File: src/rtl/mips_pkg.sv
// ---------------------------------------------------------------------------
// mips_pkg
//   Shared types and constants for the instruction-memory loader.
//   - loader_state_t : frame parser states
//   - SYNC_BYTE_DEF  : default frame start marker
//   - WORD_W         : instruction word width
//   - frame_idle_like: states that hunt for a SYNC byte
// ---------------------------------------------------------------------------
package mips_pkg;

  localparam int         WORD_W        = 32;
  localparam logic [7:0] SYNC_BYTE_DEF = 8'hA5;

  typedef enum logic [2:0] {
    IDLE   = 3'd0,
    LEN_HI = 3'd1,
    LEN_LO = 3'd2,
    DATA   = 3'd3,
    WRITE  = 3'd4,
    CSUM   = 3'd5,
    DONE   = 3'd6,
    ERROR  = 3'd7
  } loader_state_t;

  // IDLE, DONE and ERROR all wait for a SYNC byte; they differ only in the
  // status flags they leave behind.
  function automatic logic frame_idle_like(input loader_state_t st);
    return (st == IDLE) || (st == DONE) || (st == ERROR);
  endfunction

endpackage

File: src/rtl/imem_loader_if.sv
// ---------------------------------------------------------------------------
// imem_loader_if
//   Byte stream in (valid/ready) and instruction-memory write port out.
//   - s_data/s_valid/s_ready : byte stream handshake
//   - imem_we/addr/wdata     : one-cycle word write strobe
//   Modports: slave = loader side, master = stream source / memory side.
// ---------------------------------------------------------------------------
interface imem_loader_if
  import mips_pkg::*;
#(
  parameter int ADDR_W = 8
) ();

  logic [7:0]        s_data;
  logic              s_valid;
  logic              s_ready;
  logic              imem_we;
  logic [ADDR_W-1:0] imem_addr;
  logic [WORD_W-1:0] imem_wdata;

  modport slave (
    input  s_data, s_valid,
    output s_ready, imem_we, imem_addr, imem_wdata
  );

  modport master (
    output s_data, s_valid,
    input  s_ready, imem_we, imem_addr, imem_wdata
  );

endinterface

File: src/rtl/imem_loader_byte_packer.sv
// ---------------------------------------------------------------------------
// byte_packer
//   4-byte MSB-first shift register with a byte counter.
//   - clk, rst  : clock, async active-high reset
//   - clr       : restart at byte 0 of a word (word contents kept)
//   - load, din : shift din into the low byte
//   - word      : packed word (first byte ends up in [31:24])
//   - word_full : this load completes a word
// ---------------------------------------------------------------------------
module byte_packer
  import mips_pkg::*;
(
  input  logic              clk,
  input  logic              rst,
  input  logic              clr,
  input  logic              load,
  input  logic [7:0]        din,
  output logic [WORD_W-1:0] word,
  output logic              word_full
);

  logic [1:0] cnt;

  // Flagged combinationally so the parent can step to WRITE on the same
  // edge that the fourth byte lands in the register.
  assign word_full = load && !clr && (cnt == 2'd3);

  always_ff @(posedge clk or posedge rst) begin
    if (rst) begin
      word <= '0;
      cnt  <= 2'd0;
    end else if (clr) begin
      cnt  <= 2'd0;
    end else if (load) begin
      word <= {word[WORD_W-9:0], din};
      cnt  <= cnt + 2'd1;
    end
  end

endmodule

File: src/rtl/imem_loader.sv
// ---------------------------------------------------------------------------
// imem_loader
//   Parses SYNC, LEN_HI, LEN_LO, 4*N data bytes, CSUM from a byte stream,
//   writes big-endian words to instruction memory from address 0 and holds
//   the fetch stage until the XOR checksum of the data bytes matches.
//   - clk, rst      : clock, async active-high reset
//   - bus (slave)   : byte stream in, imem write port out
//   - cpu_hold      : fetch stall, released only after a good frame
//   - load_done     : a verified program is resident
//   - load_error    : last frame rejected (bad length or checksum)
//   - words_loaded  : words written in the current/last frame
// ---------------------------------------------------------------------------
module imem_loader
  import mips_pkg::*;
#(
  parameter int         ADDR_W    = 8,
  parameter logic [7:0] SYNC_BYTE = SYNC_BYTE_DEF
) (
  input  logic          clk,
  input  logic          rst,
  imem_loader_if.slave  bus,
  output logic          cpu_hold,
  output logic          load_done,
  output logic          load_error,
  output logic [ADDR_W:0] words_loaded
);

  localparam logic [16:0] DEPTH = 17'(2 ** ADDR_W);

  loader_state_t     state, state_n;
  logic              s_ready_q;
  logic              we_q;
  logic [ADDR_W-1:0] addr_q;
  logic [7:0]        len_hi_q;
  logic [7:0]        csum_q;
  logic [ADDR_W:0]   len_q;
  logic [ADDR_W:0]   word_idx_q;

  logic              accept;
  logic [16:0]       len_n;
  logic              len_bad;
  logic              pk_clr;
  logic              pk_load;
  logic              pk_full;
  logic [WORD_W-1:0] pk_word;

  assign accept  = bus.s_valid && s_ready_q;
  assign len_n   = {1'b0, len_hi_q, bus.s_data};
  // Rejecting oversize lengths here is what keeps word_idx from wrapping.
  assign len_bad = (len_n == 17'd0) || (len_n > DEPTH);
  assign pk_load = (state == DATA) && accept;
  assign pk_clr  = (state == LEN_LO) && accept;

  byte_packer u_packer (
    .clk       (clk),
    .rst       (rst),
    .clr       (pk_clr),
    .load      (pk_load),
    .din       (bus.s_data),
    .word      (pk_word),
    .word_full (pk_full)
  );

  assign bus.s_ready    = s_ready_q;
  assign bus.imem_we    = we_q;
  assign bus.imem_addr  = addr_q;
  // The packer register holds the finished word throughout WRITE because
  // s_ready is low there, so it can drive the write data directly.
  assign bus.imem_wdata = pk_word;

  always_comb begin
    state_n = state;
    case (state)
      IDLE, DONE, ERROR: if (accept && bus.s_data == SYNC_BYTE) state_n = LEN_HI;
      LEN_HI:            if (accept) state_n = LEN_LO;
      LEN_LO:            if (accept) state_n = len_bad ? ERROR : DATA;
      DATA:              if (pk_full) state_n = WRITE;
      // word_idx_q has already been bumped for the word being written.
      WRITE:             state_n = (word_idx_q == len_q) ? CSUM : DATA;
      CSUM:              if (accept) state_n = (bus.s_data == csum_q) ? DONE : ERROR;
      default:           state_n = IDLE;
    endcase
  end

  always_ff @(posedge clk or posedge rst) begin
    if (rst) begin
      state        <= IDLE;
      s_ready_q    <= 1'b1;
      we_q         <= 1'b0;
      addr_q       <= '0;
      len_hi_q     <= 8'd0;
      csum_q       <= 8'd0;
      len_q        <= '0;
      word_idx_q   <= '0;
      cpu_hold     <= 1'b1;
      load_done    <= 1'b0;
      load_error   <= 1'b0;
      words_loaded <= '0;
    end else begin
      state     <= state_n;
      // Registered from the next state so the stall lines up with WRITE.
      s_ready_q <= (state_n != WRITE);
      we_q      <= (state_n == WRITE);

      if (frame_idle_like(state) && state_n == LEN_HI) begin
        cpu_hold     <= 1'b1;
        load_done    <= 1'b0;
        load_error   <= 1'b0;
        words_loaded <= '0;
      end

      if (state == LEN_HI && accept) len_hi_q <= bus.s_data;

      if (pk_clr) begin
        len_q      <= len_n[ADDR_W:0];
        word_idx_q <= '0;
        csum_q     <= 8'd0;
      end

      if (pk_load) begin
        csum_q <= csum_q ^ bus.s_data;
        if (pk_full) begin
          addr_q       <= word_idx_q[ADDR_W-1:0];
          word_idx_q   <= word_idx_q + 1'b1;
          words_loaded <= words_loaded + 1'b1;
        end
      end

      if (state == CSUM && state_n == DONE) begin
        load_done <= 1'b1;
        cpu_hold  <= 1'b0;
      end

      // Already-written words stay in memory; only the flags change.
      if (state_n == ERROR && state != ERROR) begin
        load_error <= 1'b1;
        load_done  <= 1'b0;
        cpu_hold   <= 1'b1;
      end
    end
  end

endmodule

File: src/flat_wrapper.sv
// flat-port wrapper written by rule: the top's interface ports become plain ports
module imem_loader_flat import mips_pkg::*;
#(
  parameter int         ADDR_W    = 8,
  parameter logic [7:0] SYNC_BYTE = SYNC_BYTE_DEF
)
  (clk, rst, cpu_hold, load_done, load_error, words_loaded, bus_s_data, bus_s_valid, bus_s_ready, bus_imem_we, bus_imem_addr, bus_imem_wdata);
  imem_loader_if #(.ADDR_W(ADDR_W)) bus_i ();
  input  logic clk;
  input  logic rst;
  output logic cpu_hold;
  output logic load_done;
  output logic load_error;
  output logic [ADDR_W:0] words_loaded;
  input wire logic [$bits(bus_i.s_data)-1:0] bus_s_data;
  input wire logic [$bits(bus_i.s_valid)-1:0] bus_s_valid;
  output wire logic [$bits(bus_i.s_ready)-1:0] bus_s_ready;
  output wire logic [$bits(bus_i.imem_we)-1:0] bus_imem_we;
  output wire logic [$bits(bus_i.imem_addr)-1:0] bus_imem_addr;
  output wire logic [$bits(bus_i.imem_wdata)-1:0] bus_imem_wdata;
  assign bus_i.s_data = bus_s_data;
  assign bus_i.s_valid = bus_s_valid;
  assign bus_s_ready = bus_i.s_ready;
  assign bus_imem_we = bus_i.imem_we;
  assign bus_imem_addr = bus_i.imem_addr;
  assign bus_imem_wdata = bus_i.imem_wdata;
  imem_loader #(.ADDR_W(ADDR_W), .SYNC_BYTE(SYNC_BYTE)) u_core (.clk(clk), .rst(rst), .bus(bus_i), .cpu_hold(cpu_hold), .load_done(load_done), .load_error(load_error), .words_loaded(words_loaded));
endmodule
File: config.mk
export PLATFORM = sky130hd
export DESIGN_NAME = imem_loader_flat
export DESIGN_NICKNAME = d
export VERILOG_FILES = /design/src/rtl/mips_pkg.sv /design/src/rtl/imem_loader_if.sv /design/src/rtl/imem_loader_byte_packer.sv /design/src/rtl/imem_loader.sv /design/src/flat_wrapper.sv
export SDC_FILE = /design/constraint.sdc
export NUM_CORES = 1
export LEC_CHECK = 0
export ABC_AREA = 1
export ABC_CLOCK_PERIOD_IN_PS = 2600
export BUFFER_PORTS_ARGS = -buffer_cell sky130_fd_sc_hd__buf_2
export CELL_PAD_IN_SITES_DETAIL_PLACEMENT = 1
export CELL_PAD_IN_SITES_GLOBAL_PLACEMENT = 2
export CORE_AREA = 2 2 97 145
export CTS_BUF_LIST = sky130_fd_sc_hd__clkbuf_2
export DETAILED_ROUTE_END_ITERATION = 8
export DIE_AREA = 0 0 99 147
export PLACE_DENSITY_LB_ADDON = 0.15
export SLEW_MARGIN = 40
export SYNTH_ARGS = -nofsm -noshare
export SYNTH_HDL_FRONTEND = slang
export SYNTH_SLANG_ARGS = --single-unit
File: constraint.sdc
create_clock -name clk -period 2.6 [get_ports clk]
set_input_delay 0.26 -clock clk [delete_from_list [all_inputs] [get_ports clk]]
set_output_delay 0.26 -clock clk [all_outputs]
set_load 0.005 [all_outputs]
After elaboration in Yosys (flattened, before gate mapping)
Cells that the tools add are included.
{"block": "classes", "mul": 0, "n_shift": 0, "n_eq_ne": 17, "add_sub_neg": 3, "n_mux": 26, "n_div": 0, "reduce_logical": 22, "magnitude_cmp": 1, "bitwise": 2}
{"cell": "two-way mux 9 bit", "count": 6}
{"cell": "equality test 3 bit, second input constant", "count": 7}
{"cell": "two-way mux 3 bit", "count": 7}
{"cell": "adder 9 x 1 -> 9 bit, second input constant", "count": 2}
{"cell": "case mux 3 bit (6 select lines)", "count": 1}
{"cell": "zero test 17 bit", "count": 1}
{"cell": "greater-than comparator 16 x 9 -> 1 bit, second input constant", "count": 1}
{"cell": "two-way mux 8 bit", "count": 2}
{"cell": "logical AND 1 bit", "count": 10}
{"cell": "equality test 9 bit", "count": 1}
{"cell": "equality test 8 bit", "count": 1}
{"cell": "equality test 8 bit, second input constant", "count": 1}
{"cell": "two-way mux 1 bit", "count": 8}
{"cell": "bitwise XOR 8 bit", "count": 1}
{"cell": "equality test 3 x 1 -> 1 bit, second input constant", "count": 2}
{"cell": "equality test 3 x 2 -> 1 bit, second input constant", "count": 2}
{"cell": "inequality test 3 bit, second input constant", "count": 2}
{"cell": "two-way mux 2 bit", "count": 2}
{"cell": "AND reduction 2 bit", "count": 2}
{"cell": "nonzero test 2 bit", "count": 2}
{"cell": "zero test 3 bit", "count": 1}
{"cell": "logical OR 1 bit", "count": 3}
{"cell": "nonzero test 3 bit", "count": 1}
{"cell": "OR reduction 3 bit", "count": 1}
{"cell": "other kinds (4)", "count": 4}
{"block": "word_totals", "ff_bits": 93, "mem_count": 0, "input_bits": 11, "ramBits": 0, "mem_bits_ro": 0, "latch_bits": 0, "wordCells": 85}

Longest topological paths before layout
Gate-level depths: netlist of run 1.
{"block": "logic_depth", "word_depth": 12, "ltp_mapped": 15, "ltp_nobuf": 15}

Hierarchy
A second synthesis of run 1 with hierarchy kept.
{"block": "unflattened", "cells_unflattened": 512, "hier_area_um2": 4491.8}
{"mod": "imem_loader", "n_inst": 1, "seq_area_each_um2": 1478.9, "cells_each": 358, "area_each_um2": 2994.1}
{"mod": "byte_packer", "n_inst": 1, "seq_area_each_um2": 850.8, "cells_each": 154, "area_each_um2": 1497.7}

Least setup slack after synthesis of run 1
No wires, ideal clock.
{"block": "synth_timing", "kind": "register to register", "from": "reg u_core.s_ready_q, in the netlist u_core.bus.s_ready", "to": "reg u_core.words_loaded[3]", "setup_ns": 0.123, "slack_ns": 0.906, "required_time_ns": 2.477, "period_less_slack_ns": 1.694, "path_stages_with_launch": 11, "arrival_time_ns": 1.571, "path_cell_list": "dfstp_2 > nand2_1 > nor2_1 > nand2_2 > nand2_1 > nor2_2 > a21boi_2 > nand3_2 > buf_6 > nand3_2 > o21ai_2"}
{"block": "synth_via", "elab_chain_len": 12}
{"item": "start: declaration", "line": "imem_loader.sv:31", "text": "logic s_ready_q;"}
{"item": "start signal: assignment", "line": "imem_loader.sv:102", "text": "s_ready_q <= (state_n != WRITE);"}
{"item": "logical AND 1 bit *", "line": "imem_loader.sv:47", "text": "assign accept = bus.s_valid && s_ready_q;"}
{"item": "logical AND 1 bit", "line": "imem_loader.sv:52", "text": "assign pk_clr = (state == LEN_LO) && accept;"}
{"item": "zero test 1 bit", "line": "imem_loader_byte_packer.sv:26", "text": "assign word_full = load && !clr && (cnt == 2'd3);"}
{"item": "logical AND 1 bit (2 in series)", "line": "imem_loader_byte_packer.sv:26"}
{"item": "two-way mux 3 bit", "line": "imem_loader.sv:77", "text": "DATA: if (pk_full) state_n = WRITE;"}
{"item": "case mux 3 bit (6 select lines) *", "line": "imem_loader.sv:73", "text": "case (state)"}
{"item": "via u_core.state_n[0]", "line": "imem_loader.sv:30", "text": "loader_state_t state, state_n;"}
{"item": "equality test 3 x 1 -> 1 bit *", "line": "imem_loader.sv:105", "text": "if (frame_idle_like(state) && state_n == LEN_HI) begin"}
{"item": "logical AND 1 bit *", "line": "imem_loader.sv:105"}
{"item": "two-way mux 9 bit *", "line": "imem_loader.sv:105"}
{"item": "two-way mux 9 bit", "line": "imem_loader.sv:122", "text": "if (pk_full) begin"}
{"item": "two-way mux 9 bit *", "line": "imem_loader.sv:120", "text": "if (pk_load) begin"}
{"item": "end signal: assignment", "line": "imem_loader.sv:125", "text": "words_loaded <= words_loaded + 1'b1;"}
{"item": "end: declaration", "line": "imem_loader.sv:25", "text": "output logic [ADDR_W:0] words_loaded"}
The timed path passes the listed nets; every way through them passes the cells marked *.
A chain may end at the register's enable or synchronous reset.

Worst setup path after layout of run 1
{"block": "layout_timing", "from": "reg u_core.s_ready_q, in the netlist u_core.bus.s_ready", "to": "reg u_core.cpu_hold"}
{"block": "layout_via", "elab_chain_len": 11}
{"item": "logical AND 1 bit *", "line": "imem_loader.sv:47"}
{"item": "logical AND 1 bit", "line": "imem_loader.sv:52"}
{"item": "zero test 1 bit", "line": "imem_loader_byte_packer.sv:26"}
{"item": "logical AND 1 bit (2 in series)", "line": "imem_loader_byte_packer.sv:26"}
{"item": "two-way mux 3 bit", "line": "imem_loader.sv:77"}
{"item": "case mux 3 bit (6 select lines) *", "line": "imem_loader.sv:73"}
{"item": "via u_core.state_n[0]", "line": "imem_loader.sv:30"}
{"item": "equality test 3 bit", "line": "imem_loader.sv:129", "text": "if (state == CSUM && state_n == DONE) begin"}
{"item": "logical AND 1 bit", "line": "imem_loader.sv:129"}
{"item": "two-way mux 1 bit", "line": "imem_loader.sv:129"}
{"item": "two-way mux 1 bit", "line": "imem_loader.sv:135", "text": "if (state_n == ERROR && state != ERROR) begin"}
{"item": "end signal: assignment", "line": "imem_loader.sv:106", "text": "cpu_hold <= 1'b1;"}
{"item": "end signal: assignment", "line": "imem_loader.sv:131", "text": "cpu_hold <= 1'b0;"}
{"item": "end signal: assignment", "line": "imem_loader.sv:138", "text": "cpu_hold <= 1'b1;"}
{"item": "end: declaration", "line": "imem_loader.sv:22", "text": "output logic cpu_hold,"}
Marks and branches as above.

==> results of run 1 <==
-- report_power, final --
| group | total (mW) | switching, mW | leakage [nW] | internal, mW |
|---|---|---|---|---|
| logic | 1.75 | 1.05 | 1.17 | 0.700 |
| registers | 2.28 | 0.357 | 1.21 | 1.92 |
| clock network | 0.849 | 0.527 | 0.0823 | 0.322 |
-- layout make-up --
| cell class | instances | area, µm² |
|---|---|---|
| Antenna cell | 1 | 2.50 |
| Timing Repair Buffer | 75 | 430 |
| Sequential cell | 93 | 2330 |
| Fill cell | 1626 | 8460 |
| Multi-Input combinational cell | 313 | 1590 |
| Clock inverter | 6 | 86.3 |
| Inverter | 49 | 188 |
| Tap cell | 162 | 203 |
| Clock buffer | 10 | 50.0 |
-- logic make-up after synthesis --
| family | after synthesis |
|---|---|
| adder cells (fa/ha/maj) | 3 |
| XOR/XNOR | 15 |
| buffers and inverters | 64 |
| flip-flops | 93 |
| AND/OR/NAND/NOR | 216 |
| AO/OA/AOI/OAI | 79 |
-- synthesized netlist by cell type, drive strengths merged (4+ instances only) --
cell type | number | area, µm²
buf | 5 | 31.3
clkbuf | 10 | 37.5
nand2 | 146 | 563
inv | 47 | 176
a21oi | 6 | 30.0
xnor2 | 13 | 114
dfrtp | 91 | 2280
nor3 | 4 | 25.0
o21ai | 61 | 320
nor2 | 34 | 163
nand3 | 25 | 175
-- registers in the layout, summed over array words and instances, names as in the netlist --
signal                flops
u_core.u_packer.word     32
u_core.bus.s_ready        1
u_core.state              3
u_core.bus.imem_we        1
u_core.word_idx_q         9
u_core.bus.imem_addr      8
u_core.load_done          1
u_core.u_packer.cnt       2
u_core.len_q              9
u_core.csum_q             8
u_core.cpu_hold           1
u_core.len_hi_q           8
u_core.load_error         1
u_core.words_loaded       9
-- metal layers --
layer | vias up | part of all wire | wire, µm
li1 | 1631 | - | -
met1 | 1650 | 0.44 | 4650
met2 | 68 | 0.50 | 5300
met3 | 12 | 0.038 | 405
met4 | 0 | 0.016 | 170
met5 | - | 0 | 0
-- stage by stage --
stage                     setup WS [ps]  utilization  cells
final                               596        0.366    709
after global routing                411        0.366    709
after CTS                           553        0.366    708
after detailed placement            585        0.351    686
after global placement              671        0.351    686
after floorplan                     906            -    470
-- critical path, cell delays in order, from the launching register on --
cell and delay [ps]:
dfstp_2 590, nand2_1 150, nor3_1 170, nand3b_1 150, nand2_1 100, a21boi_2 190, nand3_2 320, nand3_1 200
nand2_1 70, inv_1 60
-- cells in the final DEF (no fill, tap or decap), drive strengths merged, types with 4 or more instances in the layout --
master,synthesis,layout
nor2,34,34
dfrtp,91,91
xnor2,13,13
buf,5,69
nand3,25,25
clkbuf,10,10
nor3,4,4
dlygate4sd3,0,6
inv,47,47
o21ai,61,61
nand2,146,146
clkinv,2,4
a21oi,6,6
-- worst paths after layout --
path	cells after the start	to	start	slack (ps)
worst max-delay path	9	u_core.cpu_hold$_DFFE_PP1P_	u_core.bus.s_ready$_DFF_PP1_	600
worst min-delay path	3	u_core.csum_q[7]$_DFFE_PP0P_	bus_s_data[7]	50
worst max register to register	9	u_core.cpu_hold$_DFFE_PP1P_	u_core.bus.s_ready$_DFF_PP1_	600
worst min register to register	2	u_core.u_packer.word[24]$_DFFE_PP0P_	u_core.u_packer.word[24]$_DFFE_PP0P_	510
max in group asynchronous	4	u_core.words_loaded[5]$_DFF_PP0_	rst	1850
min in group asynchronous	4	u_core.u_packer.word[3]$_DFFE_PP0P_	rst	320
==> key figures, run 1 <==
Floorplanning
  • Placeable Area: 13300 µm²
  • Initial Util: 0.313
  • Width of the die: 99 µm
  • DIE AREA: ~15000 µm²
  • Number of I/O pins: 65
  • Die Ht: ~150 µm
  • Row cnt: 52

STA
  • Final Cycle Share: 0.771
  • Slew Viols, Final: 0
  • Setup TNS Final: 0 ps
  • Hold_ws: 49.4 ps
  • Tmin final: roughly 2000 ps
  • # setup viols final: 0
  • Worst Skew: between 20 and 30 ps
  • Max Freq: 499 MHz
  • Hold Vio Cnt, Final: 0
  • RSZ-0062 raised after global routing: false
  • Worst Max-Slew Pin Slew: 523 ps
  • Worst relative slew slack: 0.651

Clock network
  • Clk sinks: 93
  • Root buf cell: clkbuf_2
  • CTS tree: built
  • Setup Fix Bufs, Post-CTS: 0
  • Post-CTS sizing: 0
  • # H-tree levels: 3
  • Hold buffers post-CTS: 6
  • Max clock buf depth: 2
  • Worst-Skew Late Latency: 570 ps
  • Clk slew on worst S/H paths: approximately 270 ps
  • CTS Buf Count: 9

Routing
  • Routed WL per cell: around 15 µm
  • Via density: 4.74
  • Detailed Route Iter0 Violations: approximately 100
  • Drt pass-1 iters: 4
  • # DRC: 0
  • Vias: roughly 3400
  • Total wire length: 10500 µm
  • Final ANT Viol Nets: 0

Placement
  • DP Area: 4680 µm²
  • Port bufs: 64
  • GPL Wtd Cong: 0.799
  • Dpl hpwl: 7400 µm

Pwr
  • Power Dens Cells: 1000 nW/µm²
  • Leakage: around 2.5 nW
  • Total power: slightly below 5 mW
  • Worst vdd ir: 0.369 mV

Global routing
  • All-layer global routing usage: 0.154
  • Initial antenna violation count: 1
  • Met3 usage: 0.0266
  • Pin count of the biggest net entering global routing: 94
  • Grt peak-use layer: met2
  • First-pass GRT wire length: 17900 µm
  • Met1 usage: 0.195
  • Congestion Overflow GR: 0
  • Vias in the first global route: roughly 3600
  • M2 GR Usage: 0.266

Flow run
  • Max_cap viols: 0

Run status
  • Status: completed

Critical path
  • Critical Path Sink Type: flip-flop
  • Kind of critical path: flip-flop to flip-flop
  • Max FO, Critical Path: 12
  • Crit path launch type: flip-flop
  • Critical Path AT: 2550 ps
  • Worst Path Required: 3140 ps

Synth
  • Async set-reset flop share out of synthesis: 1.00
  • Xor-xnor portion of the synthesized cell area: 0.0315
  • Post-synth EDFFs: 0
  • #FFs+latches synth: 93
  • Mapped Area: between 4000 and 5000 µm²
  • Mapped Avg Cell Area: between 8 and 9 µm²
  • Yosys warns: 0
  • Post-Synth Adder-Cell Area: 0.00900
  • Sequential fraction of the synthesis area: 0.558
  • Synth unique cells: 33
  • Synth Area in Compound Gates: 0.108
  • Synth Flop Type: dfrtp_1
  • Largest family of logic cells by synthesized area: simple AND/OR/NAND/NOR gates
  • Mux cell area share after synthesis: 0
  • Simple-gate share of the synthesized area: 0.233
  • Synth Net Count: 484
  • Gate count of the mapped netlist: 470

Final layout
  • Share of cells above drive strength 1: 0.236
  • Area grow syn2layout: 16.9%
  • Final Cell Area: between 4000 and 5000 µm²
  • Final #Nets: 555

Worst hold path
  • Worst min-delay path category: input pin to flip-flop
No activity file was read; power rests on OpenSTA's default activity.
==> run 2, diff against run 1 <==
ABC_AREA = 0   (was 1)
ABC_CLOCK_PERIOD_IN_PS = 1750   (was 2600)
CORE_AREA = 2 2 95 142   (was 2 2 97 145)
DIE_AREA = 0 0 97 144   (was 0 0 99 147)
clock period = 1.75 ns   (was 2.6 ns; I/O delays follow)
==> run 2 against run 1 <==
The flow now finishes with violations (setup timing). Worst setup slack worse by 730 ps. Area after synthesis down 1.1%. Global-route usage up 1.5 points. Clock-buffer cell count unchanged. Non-clock buffer count up 69. Via count up 6.2%. Sequential power up 45%. Flip-flop and latch count unchanged. Sequential share of layout area down 5.3 points. Routed wire length up 9.6%. Critical path type unchanged. Critical endpoint unchanged. Largest cell class unchanged. Largest power group unchanged.
==> key figures, run 2 <==
Run status
  • Status: finished with violations
  • Failing checks: setup timing

Synth
  • Mapped Avg Cell Area: 9.39 µm²
  • Synth Flop Type: dfrtp_1
  • Synth Net Count: 453
  • Top-area cell type share of the netlist area: 0.552
  • Yosys warns: 0
  • #FFs+latches synth: 93
  • Async set-reset flop share out of synthesis: 1.00
  • Post-synth EDFFs: 0
  • Top-count cell post-synth: nand2_1
  • Cell taking the most area after synthesis: dfrtp_1
  • Synth unique cells: 48
  • List of most frequent post-synthesis cells: nand2_1, dfrtp_1, o21ai_0
  • Gate count of the mapped netlist: 439
  • Mapped Area: 4120 µm²
  • Top area cells in the synthesized netlist: dfrtp_1, nand2_1, o21ai_0, mux2_2, xor2_1
  • Sequential fraction of the synthesis area: 0.565

Floorplanning
  • Placeable Area: 12800 µm²
  • Row cnt: 51
  • Number of I/O pins: 65
  • Initial Util: 0.322
  • DIE AREA: 14000 µm²
  • Die Ht: 144 µm
  • Width of the die: 97 µm

STA
  • Final Cycle Share: 1.08
  • Max Freq: 531 MHz
  • Slew Viols, Final: 0
  • Tmin final: 1880 ps
  • Worst relative slew slack: 0.659
  • Worst Skew: 35.3 ps
  • Worst Max-Slew Pin Slew: 511 ps
  • # setup viols final: 4
  • RSZ-0062 raised after global routing: true
  • Final Worst Setup Slack: -135 ps
  • Hold_ws: 122 ps
  • Hold Vio Cnt, Final: 0

Critical path
  • Depth of the most critical reg-to-reg path: 6
  • Critical Path AT: 2420 ps
  • Worst r2r src: u_core.bus.s_ready$_DFF_PP1_
  • Critical Path Sink Type: flip-flop
  • Max FO, Critical Path: 4
  • Worst Path Required: 2280 ps
  • Kind of critical path: flip-flop to flip-flop
  • Reg2Reg Setup Slack: -130 ps
  • Reg2reg end: u_core.cpu_hold$_DFFE_PP1P_
  • Crit path launch type: flip-flop

Global routing
  • Congestion Overflow GR: 0
  • Pin count of the biggest net entering global routing: 44
  • All-layer global routing usage: 0.169
  • First-pass GRT wire length: 19000 µm
  • Vias in the first global route: 3812
  • Initial antenna violation count: 1

Final layout
  • Most frequent cells in the layout: nand2_1, dfrtp_1, buf_2
  • Share of cells above drive strength 1: 0.324
  • Most common cell after layout, fill and taps aside: nand2_1
  • Final #Nets: 587
  • Area grow syn2layout: 33.0%
  • Max reg flops: 32
  • Most flop-heavy register: u_core.u_packer.word
  • # fillers: between 1500 and 2000

Clock network
  • CTS tree: built
  • Clk sinks: between 90 and 100
  • Max clock buf depth: 2
  • Root buf cell: clkbuf_2
  • # H-tree levels: 3
  • Worst-Skew Late Latency: between 500 and 600 ps
  • Clk slew on worst S/H paths: 270 ps
  • CTS Buf Count: 9

Pwr
  • Combinational power share: 0.401
  • Worst vdd ir: 0.466 mV
  • Power Dens Cells: 1340 nW/µm²
  • Clock Power Share: 0.149
  • P_sw: 2.73 mW
  • Sw Ratio: 0.370
  • Leakage: 2.81 nW
  • Sequential power share: 0.450
  • P_int: 4.64 mW

Placement
  • GPL Wtd Cong: 0.855
  • Dpl hpwl: 8170 µm
  • Port bufs: 64
  • Worst slack at placement: -371 ps

Routing
  • # DRC: 0
  • Total wire length: 11500 µm
  • Vias: 3568
  • Routed WL per cell: 15.6 µm
  • Via density: 4.83
  • Drt pass-1 iters: 4
  • Detailed Route Iter0 Violations: 75
  • Final ANT Viol Nets: 0

Flow run
  • Max_cap viols: 0

Worst hold path
  • Worst min-delay path category: input pin to async pin
## run 2: cell count changes after synthesis, moves of 6 or more
cell / delta
inv_1: -33
o21ai_0: -24
nand2_1: +21
nor2_1: -13
nand3_2: -10
inv_2: -9
mux2_2: +9
nand4_1: +8
xor2_1: +8
clkbuf_1: +7
nand2_2: -6
nor3_1: +6
## run 2: layout make-up
cell class / count / area, µm² / area share
Inverter: 5 / 27.5 / 0.00502
Timing Repair Buffer: 144 / 1050 / 0.192
Tap cell: 159 / 199 / 0.0363
Clock buffer: 10 / 50.0 / 0.00913
Sequential cell: 93 / 2330 / 0.425
Clock inverter: 6 / 63.8 / 0.0116
Antenna cell: 1 / 2.50 / 0.000456
Multi-Input combinational cell: 320 / 1760 / 0.320
## run 2: stage by stage
stage          TNS [ps]  total power, mW  area (µm²)  instances   util
2_1_floorplan      -348             4.80        4140        439      -
3_3_place_gp      -1550             5.94        5040        695  0.393
3_5_place_dp      -1960             6.04        5040        695  0.393
4_1_cts            -508             7.25        5330        723  0.415
5_1_grt           -1350             7.97        5480        738  0.428
6_report           -451             7.37        5480        738  0.428
## run 2: timing repair
action,CTS,global route
hold endpoints to repair,107,0
endpoints found under the setup margin,14,41
gates resized for setup,13,20
hold buffers,9,0
pin swaps,11,9
setup buffers,3,13
gates cloned,0,1
## run 2: cells by family after synthesis
group | count (synthesis) | share of synthesized area
flip-flops | 93 | 0.565
XOR/XNOR | 18 | 0.0382
AND/OR/NAND/NOR | 230 | 0.241
multiplexers | 12 | 0.0319
buffers and inverters | 26 | 0.0270
AO/OA/AOI/OAI | 57 | 0.0877
adder cells (fa/ha/maj) | 3 | 0.00910
## run 2: worst max path at each step
stage	start	slack (ps)	end
global route	u_core.len_q[0]$_DFFE_PP0N_	-230	u_core.state[1]$_DFF_PP0_
CTS	u_core.len_q[8]$_DFFE_PP0N_	-140	u_core.cpu_hold$_DFFE_PP1P_
global placement	bus_s_data[1]	-320	u_core.cpu_hold$_DFFE_PP1P_
floorplan	u_core.bus.s_ready$_DFF_PP1_	-160	u_core.cpu_hold$_DFFE_PP1P_
finish	u_core.bus.s_ready$_DFF_PP1_	-130	u_core.cpu_hold$_DFFE_PP1P_
detailed placement	bus_s_data[1]	-370	u_core.cpu_hold$_DFFE_PP1P_
## run 2: critical path, stage by stage, from the launching register on
cell and delay [ps]:
dfstp_2 620, nand2_2 70, or3_4 340, a221oi_2 240, o211ai_1 150, and4_4 220
a211o_1 220
## run 2: power groups by stage
stage	Clock (mW)	Sequential, mW	Combinational, mW
6_report	1.10	3.31	2.95
4_1_cts	1.14	3.33	2.78
3_3_place_gp	0	3.34	2.60
3_5_place_dp	0	3.37	2.67
2_1_floorplan	0	3.30	1.50
5_1_grt	1.24	3.41	3.32
## run 2: routing by layer
layer	track usage	wire (µm)	vias to the layer above
met5	0	0	-
met4	0.0593	176	0
met3	0.0256	333	12
met2	0.316	6200	54
met1	0.196	4830	1757
li1	-	-	1745
